`config.mk`:
```
export PLATFORM = sky130hd
export DESIGN_NAME = btn_router
export DESIGN_NICKNAME = d
export VERILOG_FILES = /design/src/rtl/btn_pkg.sv /design/src/rtl/btn_sync_edge.sv /design/src/rtl/btn_router.sv
export SDC_FILE = /design/constraint.sdc
export NUM_CORES = 1
export LEC_CHECK = 0
export CAP_MARGIN = 20
export CORE_ASPECT_RATIO = 1.5
export CORE_MARGIN = 5
export CORE_UTILIZATION = 49
export DETAILED_ROUTE_END_ITERATION = 16
export GPL_ROUTABILITY_DRIVEN = 0
export PLACE_DENSITY = 0.88
export RECOVER_POWER = 50
export SETUP_SLACK_MARGIN = 0.02
export SYNTH_ARGS = -nofsm -noshare
export SYNTH_HDL_FRONTEND = slang
export SYNTH_SLANG_ARGS = --single-unit
```
`constraint.sdc`:
```
create_clock -name clk -period 1.85 [get_ports clk]
set_input_delay 0.37 -clock clk [delete_from_list [all_inputs] [get_ports clk]]
set_output_delay 0.37 -clock clk [all_outputs]
set_load 0.01 [all_outputs]
```
`src/rtl/btn_pkg.sv`:
```
// Shared types and constants for the button router.
// Destination codes name the consumers wired to each dest_pulse/dest_level slice.
package btn_pkg;

  typedef enum logic [1:0] {
    ST_ARMED    = 2'd0,
    ST_BLANK    = 2'd1,
    ST_WAIT_REL = 2'd2
  } state_e;

  localparam int unsigned DEST_TOP   = 0;
  localparam int unsigned DEST_ALARM = 1;
  localparam int unsigned DEST_TSET  = 2;
  localparam int unsigned DEST_AUX   = 3;

  // Larger of two unsigned values, for sizing counters at elaboration time.
  function automatic int unsigned max_u(input int unsigned a, input int unsigned b);
    return (a > b) ? a : b;
  endfunction

endpackage

```
`src/rtl/btn_sync_edge.sv`:
```
// Two-flop synchroniser for an asynchronous button bus, followed by a
// previous-value register that yields a one-cycle rising-edge strobe.
module btn_sync_edge
  import btn_pkg::*;
#(
  parameter int unsigned W = 5
) (
  input  logic         i_clk,
  input  logic         i_rst_n,
  input  logic [W-1:0] i_btn,
  output logic [W-1:0] o_level,
  output logic [W-1:0] o_edge
);

  logic [W-1:0] r_meta;
  logic [W-1:0] r_sync;
  logic [W-1:0] r_prev;

  // Synchroniser chain plus one-cycle history for edge detection.
  always_ff @(posedge i_clk or negedge i_rst_n) begin
    if (!i_rst_n) begin
      r_meta <= '0;
      r_sync <= '0;
      r_prev <= '0;
    end else begin
      r_meta <= i_btn;
      r_sync <= r_meta;
      r_prev <= r_sync;
    end
  end

  assign o_level = r_sync;
  assign o_edge  = r_sync & ~r_prev;

endmodule

```
`src/rtl/btn_router.sv`:
```
// Button router: steers synchronised press pulses and held levels to the
// destination chosen by sel. A select change blanks all outputs for BLANK_CYC
// cycles and then waits until every button is released before re-arming, so a
// press overlapping a mode change never reaches the new destination.
// Optional auto-repeat of held buttons is enabled by defining BTN_ROUTER_REPEAT_EN.
module btn_router
  import btn_pkg::*;
#(
  parameter int unsigned BTN_W      = 5,
  parameter int unsigned N_DEST     = 4,
  parameter int unsigned SEL_W      = 2,
  parameter int unsigned BLANK_CYC  = 16
`ifdef BTN_ROUTER_REPEAT_EN
  ,
  parameter int unsigned HOLD_CYC   = 50_000_000,
  parameter int unsigned REPEAT_CYC = 10_000_000
`endif
) (
  input  logic                    clk,
  input  logic                    rst_n,
  input  logic [BTN_W-1:0]        btn_in,
  input  logic [SEL_W-1:0]        sel,
  output logic [N_DEST*BTN_W-1:0] dest_pulse,
  output logic [N_DEST*BTN_W-1:0] dest_level,
  output logic [SEL_W-1:0]        active_dest,
  output logic                    busy
);

  localparam int unsigned BLANK_W = $clog2(BLANK_CYC + 1);
  localparam logic [BLANK_W-1:0] BLANK_LOAD = BLANK_W'(BLANK_CYC - 1);

  logic [BTN_W-1:0]        w_level;
  logic [BTN_W-1:0]        w_edge;
  logic [BTN_W-1:0]        w_fire;
  logic [SEL_W-1:0]        w_sel_map;
  logic                    w_sel_chg;
  logic [N_DEST*BTN_W-1:0] w_pulse_route;
  logic [N_DEST*BTN_W-1:0] w_level_route;

  logic [SEL_W-1:0]        r_sel_q;
  logic [SEL_W-1:0]        r_active_dest;
  state_e                  r_state;
  logic [BLANK_W-1:0]      r_cnt;
  logic                    r_busy;
  logic [N_DEST*BTN_W-1:0] r_pulse;
  logic [N_DEST*BTN_W-1:0] r_level;

  btn_sync_edge #(
    .W (BTN_W)
  ) u_sync_edge (
    .i_clk   (clk),
    .i_rst_n (rst_n),
    .i_btn   (btn_in),
    .o_level (w_level),
    .o_edge  (w_edge)
  );

  // Register the select so the change detector sees a stable value.
  always_ff @(posedge clk or negedge rst_n) begin
    if (!rst_n) begin
      r_sel_q <= '0;
    end else begin
      r_sel_q <= sel;
    end
  end

  // Out-of-range selects fall back to the top-level display.
  always_comb begin
    w_sel_map = r_sel_q;
    if (32'(r_sel_q) >= N_DEST) begin
      w_sel_map = SEL_W'(DEST_TOP);
    end
    w_sel_chg = (w_sel_map != r_active_dest);
  end

`ifdef BTN_ROUTER_REPEAT_EN
  localparam int unsigned REP_W = $clog2(max_u(HOLD_CYC, REPEAT_CYC) + 1);

  logic [REP_W-1:0] r_rep_cnt [BTN_W];
  logic [BTN_W-1:0] w_rep;

  // Per-button hold counter: loaded on the press edge, reloaded on each repeat.
  always_ff @(posedge clk or negedge rst_n) begin
    if (!rst_n) begin
      for (int i = 0; i < BTN_W; i++) begin
        r_rep_cnt[i] <= '0;
      end
    end else begin
      for (int i = 0; i < BTN_W; i++) begin
        if ((r_state != ST_ARMED) || w_sel_chg || !w_level[i]) begin
          r_rep_cnt[i] <= '0;
        end else if (w_edge[i]) begin
          r_rep_cnt[i] <= REP_W'(HOLD_CYC - 1);
        end else if (r_rep_cnt[i] == '0) begin
          r_rep_cnt[i] <= REP_W'(REPEAT_CYC - 1);
        end else begin
          r_rep_cnt[i] <= r_rep_cnt[i] - 1'b1;
        end
      end
    end
  end

  // A held button whose counter expired produces a repeat pulse.
  always_comb begin
    w_rep = '0;
    for (int i = 0; i < BTN_W; i++) begin
      w_rep[i] = w_level[i] & ~w_edge[i] & (r_rep_cnt[i] == '0) & (r_state == ST_ARMED);
    end
  end

  assign w_fire = w_edge | w_rep;
`else
  assign w_fire = w_edge;
`endif

  // Place pulses and levels into the active destination's slice only.
  always_comb begin
    w_pulse_route = '0;
    w_level_route = '0;
    for (int unsigned d = 0; d < N_DEST; d++) begin
      if (32'(r_active_dest) == d) begin
        w_pulse_route[d*BTN_W +: BTN_W] = w_fire;
        w_level_route[d*BTN_W +: BTN_W] = w_level;
      end
    end
  end

  // Mode FSM with registered outputs; a select change overrides every state.
  always_ff @(posedge clk or negedge rst_n) begin
    if (!rst_n) begin
      r_state       <= ST_BLANK;
      r_cnt         <= BLANK_LOAD;
      r_active_dest <= '0;
      r_busy        <= 1'b0;
      r_pulse       <= '0;
      r_level       <= '0;
    end else begin
      r_pulse <= '0;
      r_level <= '0;
      if (w_sel_chg) begin
        // The new destination is latched now; any press this cycle is dropped.
        r_state       <= ST_BLANK;
        r_cnt         <= BLANK_LOAD;
        r_active_dest <= w_sel_map;
        r_busy        <= 1'b1;
      end else begin
        unique case (r_state)
          ST_ARMED: begin
            r_pulse <= w_pulse_route;
            r_level <= w_level_route;
            r_busy  <= 1'b0;
          end
          ST_BLANK: begin
            r_busy <= 1'b1;
            if (r_cnt == '0) begin
              r_state <= ST_WAIT_REL;
            end else begin
              r_cnt <= r_cnt - 1'b1;
            end
          end
          ST_WAIT_REL: begin
            if (w_level == '0) begin
              r_state <= ST_ARMED;
              r_busy  <= 1'b0;
            end else begin
              r_busy <= 1'b1;
            end
          end
          default: begin
            r_state <= ST_BLANK;
            r_cnt   <= BLANK_LOAD;
            r_busy  <= 1'b1;
          end
        endcase
      end
    end
  end

  assign dest_pulse  = r_pulse;
  assign dest_level  = r_level;
  assign active_dest = r_active_dest;
  assign busy        = r_busy;

endmodule
```
==> PnR_summary.wiki <==
{| class="wikitable"
! Metric !! Value
|-
| Result of the run || finished, violations left
|-
| Violated checks || max-capacitance violations, max-slew violations
|-
| Clock latency of the later-clocked register in the worst-skew pair || between 0.3 and 0.4 ns
|-
| Flop-to-flop setup slack || 0.27 ns
|-
| Count of different cell masters after synthesis || 34
|-
| Sum of met3 wire segment lengths after detailed routing || 227 µm
|-
| Worst-case headroom to the max-slew limit || -0.4911%
|-
| Area inside the core boundary || approximately 4600 µm²
|-
| Filler cell count in the final layout || approximately 320
|-
| Final Max Slew Viols || a little under 70
|-
| Number of warnings reported in the yosys synthesis log || 0
|-
| Post-CTS Resized || 0
|-
| Wire length of the first global-routing pass || between 6000 and 7000 µm
|-
| RSZ-0062 raised after global routing || false
|-
| Syn Inst Count || between 150 and 200
|-
| Most common cell after layout, fill and taps aside || dfrtp_1
|-
| Clock tree sinks || between 60 and 70
|-
| Post-route ant nets || 0
|-
| DRC violations left || 0
|-
| R2r endpoint || dest_pulse[19]
|-
| Most used cells in the layout excluding fill and tap cells || dfrtp_1, clkdlybuf4s50_1, nor2_1
|-
| Largest delay contributor family on the critical path || buffers and inverters
|-
| DR vias/cell || just under 5
|-
| Hold path startpoint || u_sync_edge.r_meta[0]
|-
| Final number of setup-violating endpoints || 0
|-
| Switch Pwr || about 0.57 mW
|-
| Largest stage delay on the critical path || a little under 0.6 ns
|-
| Clock period minus worst slack || approximately 1.7 ns
|-
| Sequential cell area fraction in the yosys report || a little under three quarters
|-
| Number of CTS-inserted buffers || 9
|-
| Worst-case hold path end point || u_sync_edge.o_level[0]
|-
| Total Wirelength || approximately 4200 µm
|-
| Share of post-route cells with drive strength above 1 || between 10% and 20%
|-
| Total number of nets in the final design || about 250
|-
| Highest routing layer actually used || met4
|-
| Total length of routed met2 wires || approximately 2400 µm
|-
| Clk pin slew, worst setup/hold paths || roughly 0.060 ns
|-
| Internal cell power || just over 2 mW
|-
| Die outline width || between 60 and 70 µm
|-
| Leak || 1.363 nW
|-
| Type of the worst setup path || reg -> out
|-
| Max rail drop VDD || between 0.5 and 0.6 mV
|-
| Pin count of the biggest net entering global routing || 68
|-
| Power share of the combinational group || between 3 and 4%
|-
| Iter 0 DRT Violations || 33
|-
| Number of placement rows || 30
|-
| Total half-perimeter wirelength after legalization and detailed placement || approximately 3000 µm
|-
| CTS tree || yes
|-
| Non-filler cells, final || 302
|-
| Post-synth top flop || dfrtp_1
|-
| Met1 WL || 1459 µm
|-
| Number of placed I/O pins || 52
|-
| Number of cells traversed by the worst register-to-register path || 4
|-
| Slew at the pin closest to its max-slew limit || 1.507 ns
|-
| Antenna violations before repair || 0
|-
| CP max FO || 6
|-
| Cell area after synthesis || between 2000 and 2500 µm²
|-
| Average cell area after synthesis || approximately 13 µm²
|-
| Overall die area || between 6000 and 7000 µm²
|-
| Arrival time reported for the critical path endpoint || roughly 1.4 ns
|-
| Detailed-routing iteration count for the pre-antenna-repair pass || 4
|-
| Accumulated negative setup slack || 0 ns
|-
| Critical path capture point type || output pin
|-
| Share of flip-flops with an asynchronous set or reset after synthesis || 100.0%
|-
| Startpoint of the lowest-slack register-to-register path || active_dest[1]
|-
| Sequential group share of total power || 57.4%
|-
| Number of synthesized flops with an enable pin || 0
|-
| Hold WS || between 0.3 and 0.4 ns
|-
| HP Class || reg -> reg
|-
| Max Buffers Root-to-Sink || 2
|-
| Cell chain of the critical path || clkdlybuf4s50_1
|-
| Via count of the first global-routing pass || between 1500 and 2000
|-
| Multi-input combinational cell area || between 500 and 600 µm²
|-
| Global-route total usage across every layer || between 10% and 20%
|-
| Hold-critical path depth || 0
|-
| PortBufs || 51
|-
| Power density over the cells || between 800 and 900 nW/µm²
|-
| H-tree level count || 3
|-
| Fmax || between 500 and 600 MHz
|-
| CP required || 1.48 ns
|-
| Area growth from synthesis to layout || 31.11%
|-
| Diode count || 0
|-
| Fraction of the cycle the final worst path needs || between 90% and 100%
|-
| Max-capacitance violation count || 1
|-
| Switching part of the total || 21.53%
|-
| Critical path startpoint || active_dest[1]
|-
| Hold-fix buffers at CTS || 0
|-
| Post-DR wirelength/cell || about 14 µm
|-
| Seq cells post-synth || 67
|-
| Worst setup skew after layout || about 0.007 ns
|-
| Clock share of power || between 30% and 40%
|-
| Overflow left after global routing || 0
|-
| Post-CTS Setup Repair Bufs || 0
|-
| Share of the core filled with cells || around two thirds
|-
| Type of element launching the critical path || flip-flop
|-
| Cell total after placement || 288
|-
| Area taken by flip-flops and latches || about 1700 µm²
|-
| Standard cell with the maximum stage delay on the critical path || clkdlybuf4s50_1
|-
| Library cell used as clock root buffer || clkbuf_8
|-
| Synthesized Nets || roughly 190
|-
| Initial cell density of the core || roughly 51%
|-
| Count of buffer and inverter cells on the critical path || 1
|-
| Number of hold-slack violations in the final timing report || 0
|-
| Vertical die dimension || ~95 µm
|-
| Routed vias || about 1500
|}
==> state kept, by name (all words and copies together), names as in the netlist <==
| name | flops |
|---|---|
| u_sync_edge.r_prev | 5 |
| active_dest | 2 |
| r_sel_q | 2 |
| u_sync_edge.o_level | 5 |
| dest_level | 20 |
| dest_pulse | 20 |
| busy | 1 |
| u_sync_edge.r_meta | 5 |
| r_cnt | 5 |
| r_state | 2 |
==> routing by layer <==
metal / track usage [%] / vias to the layer above
met2: 26.51 / 51
met4: 7.627 / 0
met1: 14.80 / 751
met5: 0 / -
met3: 3.929 / 8
li1: - / 691
==> cell type report <==
cell class,instances,area share (%)
repair buffers,54,17.09
multi-input cells,98,19.50
well taps,64,2.605
flip-flops and latches,67,54.74
clock buffers,12,5.047
clock inverters,2,0.4070
inverters,5,0.6105
==> synthesized netlist by cell type, types with 2 or more instances <==
cell type	number	share of area, %
dfstp_2	5	5.6
nand3_1	5	1.1
xor2_1	2	0.75
ha_1	4	2.1
nor2b_1	2	0.53
buf_1	3	0.48
a21oi_1	3	0.64
o21ai_0	5	1.1
inv_1	5	0.80
nand2_1	6	0.96
nand4b_1	5	1.9
nand3_2	3	1.3
clkbuf_1	3	0.48
nand2b_1	5	1.3
dfrtp_1	62	66
nor2_1	42	6.7
==> worst max-delay path by stage <==
stage / cells past startpoint / slack (ns) / to
6_report: 1 / 0.13 / active_dest[1]
5_1_grt: 1 / 0.08 / active_dest[1]
4_1_cts: 1 / 0.10 / active_dest[1]
3_5_place_dp: 6 / 0.30 / r_state[1]
3_3_place_gp: 6 / 0.30 / r_state[1]
2_1_floorplan: 6 / 0.27 / r_state[1]
==> cells by family (layout without fill, tap and decap cells) <==
kind of cell	count (synthesis)	count (layout)	share of synthesized area (%)
flops	67	67	71.77
mux	1	1	0.4269
fa+ha+maj	4	4	2.135
buf+inv	13	73	2.454
simple gates	77	77	18.41
compound gates	14	14	4.055
xor+xnor	2	2	0.7472
==> power by group through the flow <==
| stage | Clock, mW | Combinational (mW) | Sequential, mW |
|---|---|---|---|
| 2_1_floorplan | 0 | 0.0547 | 1.54 |
| 3_3_place_gp | 0 | 0.111 | 1.54 |
| 6_report | 1.02 | 0.104 | 1.52 |
| 4_1_cts | 1.04 | 0.115 | 1.52 |
| 3_5_place_dp | 0 | 0.115 | 1.54 |
| 5_1_grt | 1.11 | 0.115 | 1.52 |
==> through the flow <==
stage	cell area [µm²]	setup slack, ns	power (mW)
detailed placement	2927	0.2981	1.658
global route	3074	0.08129	2.744
finish	3074	0.1261	2.640
floorplan	2345	0.2722	1.593
CTS	3094	0.1049	2.672
global placement	2927	0.3048	1.651
(Power assumes the default switching activity.)
